`config.mk`:
```
export PLATFORM = sky130hd
export DESIGN_NAME = rr_dispatch_8
export DESIGN_NICKNAME = d
export VERILOG_FILES = /design/src/rtl/rr_dispatch_8.sv
export SDC_FILE = /design/constraint.sdc
export NUM_CORES = 1
export LEC_CHECK = 0
export CORE_AREA = 2 2 79 81
export DETAILED_ROUTE_END_ITERATION = 7
export DIE_AREA = 0 0 81 83
export PLACE_DENSITY = 0.78
export SLEW_MARGIN = 20
export SYNTH_ARGS = -nofsm -noshare
export SYNTH_HDL_FRONTEND = slang
export SYNTH_SLANG_ARGS = --single-unit
```
`constraint.sdc`:
```
create_clock -name clk_i -period 5.9 [get_ports clk_i]
set_input_delay 1.475 -clock clk_i [delete_from_list [all_inputs] [get_ports clk_i]]
set_output_delay 1.475 -clock clk_i [all_outputs]
set_load 0.005 [all_outputs]
```
`src/rtl/rr_dispatch_8.sv`:
```
// Round-robin stream dispatcher: input FIFO feeding a registered select/data
// output stage that drives an 8-way demux, with one-hot lane valids.
module rr_dispatch_8 #(
    parameter int DATA_WIDTH = 8,
    parameter int FIFO_DEPTH = 4
) (
    input  logic                             clk_i,
    input  logic                             rst_i,
    input  logic [DATA_WIDTH-1:0]            data_i,
    input  logic                             valid_i,
    output logic                             ready_o,
    input  logic [7:0]                       lane_ready_i,
    output logic [2:0]                       select_o,
    output logic [DATA_WIDTH-1:0]            data_o,
    output logic [7:0]                       lane_valid_o,
    output logic [$clog2(FIFO_DEPTH+1)-1:0]  count_o
);

    localparam int AW = (FIFO_DEPTH > 1) ? $clog2(FIFO_DEPTH) : 1;
    localparam int CW = $clog2(FIFO_DEPTH + 1);

    typedef enum logic {
        ST_EMPTY,
        ST_HOLD
    } state_t;

    logic [DATA_WIDTH-1:0] mem_q [FIFO_DEPTH];
    logic [AW-1:0]         wr_ptr_q, rd_ptr_q;
    logic [CW-1:0]         count_q, count_d;

    state_t                state_q, state_d;
    logic [2:0]            sel_q, sel_d;
    logic [2:0]            ptr_q, ptr_d;
    logic [DATA_WIDTH-1:0] data_q, data_d;

    logic                  push, pop, fire, load, found;
    logic [2:0]            pick_lane, scan_idx;

    // ready_o depends only on occupancy and reset, never on this cycle's inputs
    assign ready_o = !rst_i && (count_q < CW'(FIFO_DEPTH));
    assign push    = valid_i && ready_o;
    assign fire    = (state_q == ST_HOLD) && lane_ready_i[sel_q];
    assign load    = ((state_q == ST_EMPTY) || fire) && (count_q != '0) && (|lane_ready_i);
    assign pop     = load;

    always_comb begin
        found     = 1'b0;
        pick_lane = '0;
        scan_idx  = '0;
        for (int unsigned i = 0; i < 8; i++) begin
            scan_idx = ptr_q + 3'(i);
            if (!found && lane_ready_i[scan_idx]) begin
                found     = 1'b1;
                pick_lane = scan_idx;
            end
        end
    end

    always_comb begin
        state_d = state_q;
        sel_d   = sel_q;
        data_d  = data_q;
        ptr_d   = ptr_q;
        if (load) begin
            state_d = ST_HOLD;
            sel_d   = pick_lane;
            data_d  = mem_q[rd_ptr_q];
            ptr_d   = pick_lane + 3'd1;
        end else if (fire) begin
            state_d = ST_EMPTY;
        end
    end

    always_comb begin
        count_d = count_q;
        case ({push, pop})
            2'b10:   count_d = count_q + CW'(1);
            2'b01:   count_d = count_q - CW'(1);
            default: count_d = count_q;
        endcase
    end

    always_ff @(posedge clk_i or posedge rst_i) begin
        if (rst_i) begin
            state_q  <= ST_EMPTY;
            sel_q    <= '0;
            data_q   <= '0;
            ptr_q    <= '0;
            wr_ptr_q <= '0;
            rd_ptr_q <= '0;
            count_q  <= '0;
        end else begin
            state_q <= state_d;
            sel_q   <= sel_d;
            data_q  <= data_d;
            ptr_q   <= ptr_d;
            count_q <= count_d;
            if (push) wr_ptr_q <= wr_ptr_q + AW'(1);
            if (pop)  rd_ptr_q <= rd_ptr_q + AW'(1);
        end
    end

    // Storage needs no reset: occupancy gates every read
    always_ff @(posedge clk_i) begin
        if (push) mem_q[wr_ptr_q] <= data_i;
    end

    assign select_o     = sel_q;
    assign data_o       = data_q;
    assign lane_valid_o = (state_q == ST_HOLD) ? (8'd1 << sel_q) : '0;
    assign count_o      = count_q;

endmodule

```
# Word level (Yosys, flattened, before mapping)
# Memory sizes are Yosys's and may differ from the RTL's. A register that Yosys moved wholly into a read port is not among the register bits.
# Cells that the tools add are included.
[classes] add_sub_neg=12 multipliers=0 div=0 n_lt_le_gt_ge=10 n_eq_ne=2 shift=1 n_mux=39 n_bitwise=1 reduce_logical=25
[op_table] cell="3-bit by 4-bit less-than comparator with 1-bit output, second input constant" n=9
[op_table] cell="1-bit binary-select mux with 3-bit select" n=9
[op_table] cell="3-bit 2-to-1 mux" n=8
[op_table] cell="1-bit 2-to-1 mux" n=20
[op_table] cell="3-bit adder, second input constant" n=4
[op_table] cell="1-bit logical AND" n=12
[op_table] cell="3-bit by 1-bit adder with 3-bit output, second input constant" n=3
[op_table] cell="1-bit zero test" n=8
[op_table] cell="8-bit 2-to-1 mux" n=1
[op_table] cell="8-bit OR reduction" n=1
[op_table] cell="1-bit by 3-bit << shifter with 8-bit output, first input constant" n=1
[op_table] cell="3-bit by 2-bit adder with 3-bit output, second input constant" n=2
[op_table] cell="3-bit one-hot mux with 2 select lines" n=1
[op_table] cell="2-bit by 1-bit adder with 2-bit output, second input constant" n=2
[op_table] cell="2-bit nonzero test" n=2
[op_table] cell="3-bit less-than comparator, second input constant" n=1
[op_table] cell="3-bit nonzero test" n=1
[op_table] cell="3-bit by 1-bit subtractor with 3-bit output, second input constant" n=1
[op_table] cell="2-bit by 1-bit == test with 1-bit output, second input constant" n=1
[op_table] cell="2-bit == test, second input constant" n=1
[op_table] cell="1-bit logical OR" n=1
[op_table] cell="1-bit inverter" n=1
[word_totals] reg_bits=14 latch_bits=0 ramBits=32 mem_bits_ro=0 inputBits=19 output_inout_bits=23 memories=1
[mem_list] name="mem_q" depth=4 word_bits=8 rd=1 rd_ports_with_merged_regs=1 write_ports=1 line_no="27" source="logic [DATA_WIDTH-1:0] mem_q [FIFO_DEPTH];"

# Logic depth before layout (Yosys ltp)
# Gate-level depths: netlist of the first run.
[depth] ltp_word=25 depth_mapped=16

# Worst setup path before layout of the first run
# OpenSTA, ideal clock, no wires.
[synth_timing] path_kind="input port to flip-flop" from="input lane_ready_i[4]" to="register ptr_q[2]" setup_time_ns=0.069 arrival_ns=4.136 slack_ns=1.695 cell_stages=10 n_path_buf=0 path_cell_list="mux4_2 > mux2_1 > or2_1 > or4_4 > or3_1 > o311ai_1 > ha_1 > nand2_1 > or3_1 > nand3_1"
[synth_between] elab_chain_cells=25 elab_cells_between_ends=53 cone_classes="1 x add/sub; 33 x mux; 19 x reduce/logical"
[synth_rtl] item="start: declaration" line_no="12" source="input logic [7:0] lane_ready_i,"
[synth_rtl] item="1-bit binary-select mux with 3-bit select" line_no="52" source="if (!found && lane_ready_i[scan_idx]) begin"
[synth_rtl] item="1-bit 2-to-1 mux (implied by the code)" line_no="52"
[synth_rtl] item="1-bit 2-to-1 mux" line_no="52"
[synth_rtl] item="1-bit zero test" line_no="52"
[synth_rtl] item="1-bit logical AND" line_no="52"
[synth_rtl] item="1-bit 2-to-1 mux" line_no="52"
[synth_rtl] item="1-bit zero test" line_no="52"
[synth_rtl] item="1-bit logical AND" line_no="52"
[synth_rtl] item="[10 not listed]"
[synth_rtl] item="1-bit zero test" line_no="52"
[synth_rtl] item="1-bit logical AND" line_no="52"
[synth_rtl] item="1-bit 2-to-1 mux" line_no="52"
[synth_rtl] item="1-bit zero test" line_no="52"
[synth_rtl] item="1-bit logical AND" line_no="52"
[synth_rtl] item="3-bit 2-to-1 mux *" line_no="52"
[synth_rtl] item="via pick_lane[1]" line_no="37" source="logic [2:0] pick_lane, scan_idx;"
[synth_rtl] item="3-bit by 1-bit adder with 3-bit output *" line_no="68" source="ptr_d = pick_lane + 3'd1;"
[synth_rtl] item="end signal: assignment" line_no="96" source="ptr_q <= ptr_d;"
[synth_rtl] item="end: declaration" line_no="33" source="logic [2:0] ptr_q, ptr_d;"
# The timed path passes the listed nets; every way through them passes the cells marked *. The select of a mux whose other input is x is not followed.
# A chain may end at the register's enable or synchronous reset.

# Worst setup path after layout of the first run
[layout_timing] from="register ptr_q[0]" to="register ptr_q[2]"
[layout_between] elab_chain_cells=25 elab_cells_between_ends=53 cone_classes="8 x add/sub; 31 x mux; 14 x reduce/logical"
[layout_rtl] item="branches (longest 23 deep; another with 3-bit by 1-bit adder with 3-bit output)"
[layout_rtl] item="3-bit 2-to-1 mux *" line_no="52"
[layout_rtl] item="via pick_lane[1]" line_no="37"
[layout_rtl] item="3-bit by 1-bit adder with 3-bit output *" line_no="68"
# Mark *: on every way through the listed nets, which the timed path passes. The select of a mux whose other input is x is not followed.

==> metrics.csv, run 1 <==
stage,metric,value,unit
status,status,completed,
critical_path,kind of critical path,reg2reg,
drt,detailed-routing iteration count for the pre-antenna-repair pass,4,
clocking,Root Driver,clkbuf_8,
critical_path,critical register-to-register path startpoint,ptr_q[0],
critical_path,crit path capture type,flip-flop,
clocking,CTS tree,yes,
critical_path,CP Launch Type,flip-flop,
critical_path,R2R depth,12,
sta,relative slew slack,42.9,%
die,core area,5820,sq um
sta,Final Hold Viols,0,
logic_synthesis,Mapped Cells,235,
global_routing,gr busiest metal,met2,
worst_hold_path,Hold Path Sink,data_o[1],
layout,area delta synth->final,17.3,%
layout,most frequent cells in the layout,"clkdlybuf4s50_1, edfxtp_1, mux4_2, dfrtp_1, mux2_2",
logic_synthesis,net count after synthesis,263,
logic_synthesis,Synth cell types,46,
job,MaxCap Viol Count,0,
die,Initial Util,53.9,%
critical_path,critical path peak fanout,14,
sta,Fin Setup TNS,0,ns
global_routing,Total GRT Usage,19.4,%
die,total die area,6720,sq um
global_routing,initial antenna violation count,0,
place,Final HPWL DP,4.44,mm
clocking,# hold bufs at CTS,0,
logic_synthesis,"EDFF count, synth",32,
die,io pins,42,
drt,Vias,2104,
clocking,Sink Count,54,
drt,Post-DRT Antenna Nets,0,
drt,WL final,6.09,mm
layout,"commonest non-fill, non-tap cell in the layout",clkdlybuf4s50_1,
place,Port Buffers,41,
critical_path,worst reg2reg endpoint,ptr_q[2],
power_and_ir_drop,Peak VDD IR,376,uV
global_routing,first-pass GRT wire length,10.1,mm
logic_synthesis,sequential-to-total area share from yosys stat,48.3,%
global_routing,met2 Usage GRT,30.7,%
die,Die H,83,um
worst_hold_path,WHS Path Cells,1,
clocking,"CTS clk-pin slew, worst paths",0.09,ns
sta,Final setup viols,0,
die,Placement Rows,28,
drt,Initial DRC Count,166,
critical_path,Crit. Startpoint,ptr_q[0],
worst_hold_path,Hold Crit Class,reg2reg,
sta,post-route clock period utilization,81.7,%
logic_synthesis,"Primary FF master, synth",edfxtp_1,
drt,# DRC,0,
global_routing,remaining global-route overflow,0,
sta,RSZ-0062 raised after global routing,no,
clocking,cts bufs inserted,5,
die,Die Wd,81,um
clocking,Clock Tree Buf Depth,2,
logic_synthesis,Synth async-reset ratio,40.7,%
power_and_ir_drop,Cell Pwr Density,601,nW/um^2
sta,Slew Limit Fails,0,
power_and_ir_drop,leak pwr,1.35,nW
clocking,PostCTS Resize Cnt,0,
critical_path,CP arrival,5.06,ns
layout,Total Nets Final,302,
clocking,H-tree levels,2,
sta,skew final,0.00948,ns
worst_hold_path,min-delay src,data_o[1],
drt,drt via density,6.01,
place,routability congestion estimate,0.881,
clocking,postcts setup bufs,0,
critical_path,Reg2Reg Setup Slack,1.08,ns
global_routing,vias in the first global route,2045,
sta,Fmax achieved,208,MHz
power_and_ir_drop,Power Total,2.21,mW
layout,share of cells above drive strength 1,18.2,%
logic_synthesis,Yosys Warn Count,0,
global_routing,met3 usage,3.37,%
critical_path,Crit path required time,6.15,ns
layout,antenna cells,0,
logic_synthesis,Mapped Area,3130,sq um
drt,drt wl/cell,17.4,um
clocking,clk_lat worst skew,0.31,ns
logic_synthesis,"Avg Cell Area, Syn",13.3,sq um
sta,Slew @ Worst Pin,0.856,ns
global_routing,met1 GRT Util,28.1,%
logic_synthesis,Seq cells post-synth,54,
sta,Tmin final,4.82,ns
global_routing,pin count of the biggest net entering global routing,23,
layout,Fill cells,460,
## registers in the layout, summed over array words and instances (netlist names)
register / flops
ptr_q: 3
select_o: 3
state_q: 1
data_o: 8
mem_q: 32
count_o: 3
rd_ptr_q: 2
wr_ptr_q: 2
## worst max-delay path: stages (launching register included)
cell and delay [ns]:
dfrtp_1 0.69, clkinv_1 0.39, ha_1 0.78, mux4_2 0.57
mux2_2 0.29, o32a_1 0.36, or4_4 0.57, or3_1 0.32
o311ai_1 0.11, ha_1 0.23, nand2_1 0.06, or3_1 0.31
nand3_1 0.08
## cells in the mapped netlist, types with 2 or more instances
| cell | count | share of area [%] |
|---|---|---|
| o22ai_1 | 2 | 0.40 |
| buf_6 | 3 | 1.1 |
| nor2b_1 | 2 | 0.40 |
| or3_1 | 2 | 0.40 |
| o21ai_0 | 6 | 0.96 |
| nand2b_1 | 5 | 1.0 |
| nand3_1 | 2 | 0.32 |
| xor2_1 | 4 | 1.1 |
| nor2_1 | 13 | 1.6 |
| ha_1 | 8 | 3.2 |
| mux4_2 | 23 | 17 |
| edfxtp_1 | 32 | 31 |
| mux2_2 | 16 | 5.8 |
| clkbuf_1 | 4 | 0.48 |
| mux2_1 | 3 | 1.1 |
| a311oi_1 | 2 | 0.56 |
| buf_1 | 3 | 0.36 |
| dfrtp_1 | 22 | 18 |
| a2bb2oi_1 | 2 | 0.56 |
| and3_1 | 5 | 1.0 |
| or4_1 | 2 | 0.48 |
| a21oi_1 | 10 | 1.6 |
| xnor2_1 | 7 | 2.0 |
| inv_1 | 13 | 1.6 |
| nor3_1 | 4 | 0.64 |
| nand2_1 | 15 | 1.8 |
| mux2i_1 | 6 | 1.9 |
## routing by layer
metal	wire, um	vias up	share of wire, %
met5	0	-	0
met4	81	0	1.3
met3	313	9	5.1
met2	3010	85	49
met1	2690	1034	44
li1	-	976	-
## area by class of cell
| cell class | instances | area, sq um | share of cell area (%) |
|---|---|---|---|
| multi-input cells | 157 | 1510 | 41.1 |
| clock inverters | 2 | 13.8 | 0.375 |
| clock buffers | 6 | 72.6 | 1.98 |
| well taps | 75 | 93.8 | 2.55 |
| flip-flops and latches | 54 | 1510 | 41.1 |
| repair buffers | 42 | 418 | 11.4 |
| inverters | 14 | 52.6 | 1.43 |
## kinds of logic (layout without fill, tap and decap cells)
group | count (synthesis) | count (layout) | synth area share (%)
compound gates | 32 | 32 | 6.75
mux | 48 | 48 | 25.3
buf+inv | 24 | 64 | 3.60
flops | 54 | 54 | 48.3
xor+xnor | 11 | 11 | 3.08
simple gates | 57 | 57 | 9.19
fa+ha+maj | 9 | 9 | 3.84
## how the worst max path moves through the flow
stage                    end  slack (ns)  depth (start not counted)
finish              ptr_q[2]        1.08                         12
global route        ptr_q[2]        0.73                         12
CTS                 ptr_q[2]        1.03                         12
detailed placement  ptr_q[2]        0.94                         11
global placement    ptr_q[2]        0.99                         11
floorplan           ptr_q[2]        1.69                         10
## report_power, final
group	total (mW)	internal (mW)	switching, mW
clock	0.201	0.0847	0.117
combinational	1.35	0.729	0.624
sequential	0.653	0.505	0.147
total	2.21	1.32	0.888
## metrics by stage
stage	cells	setup slack [ns]	utilization, %	hold WS (ns)	instance area [sq um]
floorplan	235	1.69	-	0.484	3130
global placement	342	0.987	61.7	0.491	3590
detailed placement	342	0.942	61.7	0.499	3590
CTS	350	1.03	63.2	0.520	3670
global route	350	0.730	63.2	0.539	3670
finish	350	1.08	63.2	0.517	3670
No activity file was read; power rests on OpenSTA's default activity.
==> run 2, diff against run 1 <==
==> constraint.sdc (replaced) <==
create_clock -name clk_i -period 4.6 [get_ports clk_i]
set_input_delay 1.15 -clock clk_i [delete_from_list [all_inputs] [get_ports clk_i]]
set_output_delay 1.15 -clock clk_i [all_outputs]
set_load 0.005 [all_outputs]
==> metrics.csv, run 2 (synthesis results as in run 1) <==
stage,metric,value,unit
drt,drt wl/cell,17.2,um
sta,RSZ-0062 raised after global routing,no,
layout,antenna cells,0,
global_routing,first-pass GRT wire length,10.4,mm
drt,Post-DRT Antenna Nets,0,
global_routing,initial antenna violation count,0,
critical_path,CP Launch Type,primary input,
die,io pins,42,
clocking,Clock Tree Buf Depth,2,
sta,Final Hold Viols,0,
die,total die area,6720,sq um
critical_path,critical path peak fanout,9,
layout,Total Nets Final,312,
critical_path,Crit path required time,4.84,ns
critical_path,CP peak stage delay,0.58,ns
sta,Tmin final,4.29,ns
sta,Fmax achieved,233,MHz
clocking,H-tree levels,2,
sta,Fin Setup TNS,0,ns
clocking,Sink Count,54,
drt,# DRC,0,
clocking,CTS tree,yes,
layout,largest reg by FF count,mem_q,
global_routing,vias in the first global route,2087,
critical_path,CP arrival,4.53,ns
global_routing,remaining global-route overflow,0,
clocking,# hold bufs at CTS,0,
sta,Slew @ Worst Pin,1.09,ns
power_and_ir_drop,Peak VDD IR,410,uV
global_routing,Total GRT Usage,20.1,%
sta,post-route clock period utilization,93.3,%
power_and_ir_drop,Cell Pwr Density,788,nW/um^2
drt,detailed-routing iteration count for the pre-antenna-repair pass,4,
power_and_ir_drop,leak pwr,1.41,nW
clocking,"CTS clk-pin slew, worst paths",0.09,ns
place,Port Buffers,41,
drt,WL final,6.20,mm
worst_hold_path,Hold Crit Class,reg2reg,
sta,post-route setup slack,0.309,ns
clocking,Root Driver,clkbuf_8,
place,Final HPWL DP,4.42,mm
status,status,completed,
die,Initial Util,53.9,%
layout,share of cells above drive strength 1,21.8,%
die,Die H,83,um
job,MaxCap Viol Count,0,
drt,Vias,2119,
place,pre-CTS WS,0.0187,ns
sta,relative slew slack,27.0,%
sta,Final setup viols,0,
die,core area,5820,sq um
drt,Initial DRC Count,165,
critical_path,worst-path cell with the longest stage delay,mux4_2,
layout,flip-flop count of the largest register after layout,32,
die,Placement Rows,28,
critical_path,crit path capture type,flip-flop,
sta,Slew Limit Fails,0,
layout,"commonest non-fill, non-tap cell in the layout",clkdlybuf4s50_1,
place,routability congestion estimate,0.903,
layout,fin util,65.1,%
drt,drt via density,5.89,
layout,Final Cell Area,3790,sq um
critical_path,Reg2Reg Setup Slack,0.46,ns
critical_path,kind of critical path,in2reg,
place,Post-DP Area,3660,sq um
layout,area delta synth->final,20.9,%
clocking,cts bufs inserted,5,
critical_path,worst-path cell chain,clkdlybuf4s50_1 > mux4_2 > mux2_2 > or2_1 > or4_4 > or3_1 > o311ai_1 > ha_1 > nand2_1 > nor4_1 > a311oi_1 > nand3_1,
layout,most frequent cells in the layout,"clkdlybuf4s50_1, edfxtp_1, mux4_2, dfrtp_1, mux2_2",
global_routing,pin count of the biggest net entering global routing,23,
die,Die Wd,81,um
clocking,clk_lat worst skew,0.30,ns
sta,skew final,0.00683,ns
-- run 2: per-layer routing --
layer	vias to the layer above	share of wire [%]	track usage [%]	wire (um)
met3	8	4.5	4.13	280
li1	993	-	-	-
met1	1065	43	28.3	2680
met4	0	1.2	4.78	72
met2	53	51	32.1	3170
met5	-	0	0	0
-- run 2: what timing repair did --
action / CTS / global route
setup buffers: 0 / 0
setup endpoints to repair: 0 / 1
resized for setup: 0 / 1
-- run 2: area by class of cell --
cell class                      instances  area, sq um
Inverter                               14         52.6
Timing Repair Buffer                   52          493
Fill cell                             446         2030
Sequential cell                        54         1510
Clock inverter                          2         38.8
Multi-Input combinational cell        157         1510
Clock buffer                            6         82.6
Tap cell                               75         93.8
-- run 2: path summary, 6_finish.rpt --
check | to | cells past startpoint | from
min in group asynchronous | rd_ptr_q[1] | 2 | rst_i
max | ptr_q[2] | 12 | lane_ready_i[5]
min reg2reg | data_o[2] | 1 | data_o[2]
max reg2reg | ptr_q[2] | 13 | ptr_q[0]
min | data_o[2] | 1 | data_o[2]
max in group asynchronous | ptr_q[1] | 2 | rst_i
-- run 2: worst max-delay path: cells and delay by family --
family,cells,cell delay (ns)
mux,2,0.89
fa+ha+maj,1,0.24
compound gates,2,0.21
buf+inv,1,0.53
simple gates,6,1.51
-- run 2: power by group --
group	total (mW)	internal, mW	switching [mW]
combinational	1.85	0.988	0.866
clock	0.328	0.179	0.149
sequential	0.800	0.649	0.152
total	2.98	1.82	1.17
-- run 2: stage by stage --
step,power [mW],hold WS (ns),cells
2_1_floorplan,2.13,0.484,235
3_3_place_gp,2.61,0.493,352
3_5_place_dp,2.64,0.501,352
4_1_cts,2.99,0.524,360
5_1_grt,3.22,0.544,360
6_report,2.98,0.518,360
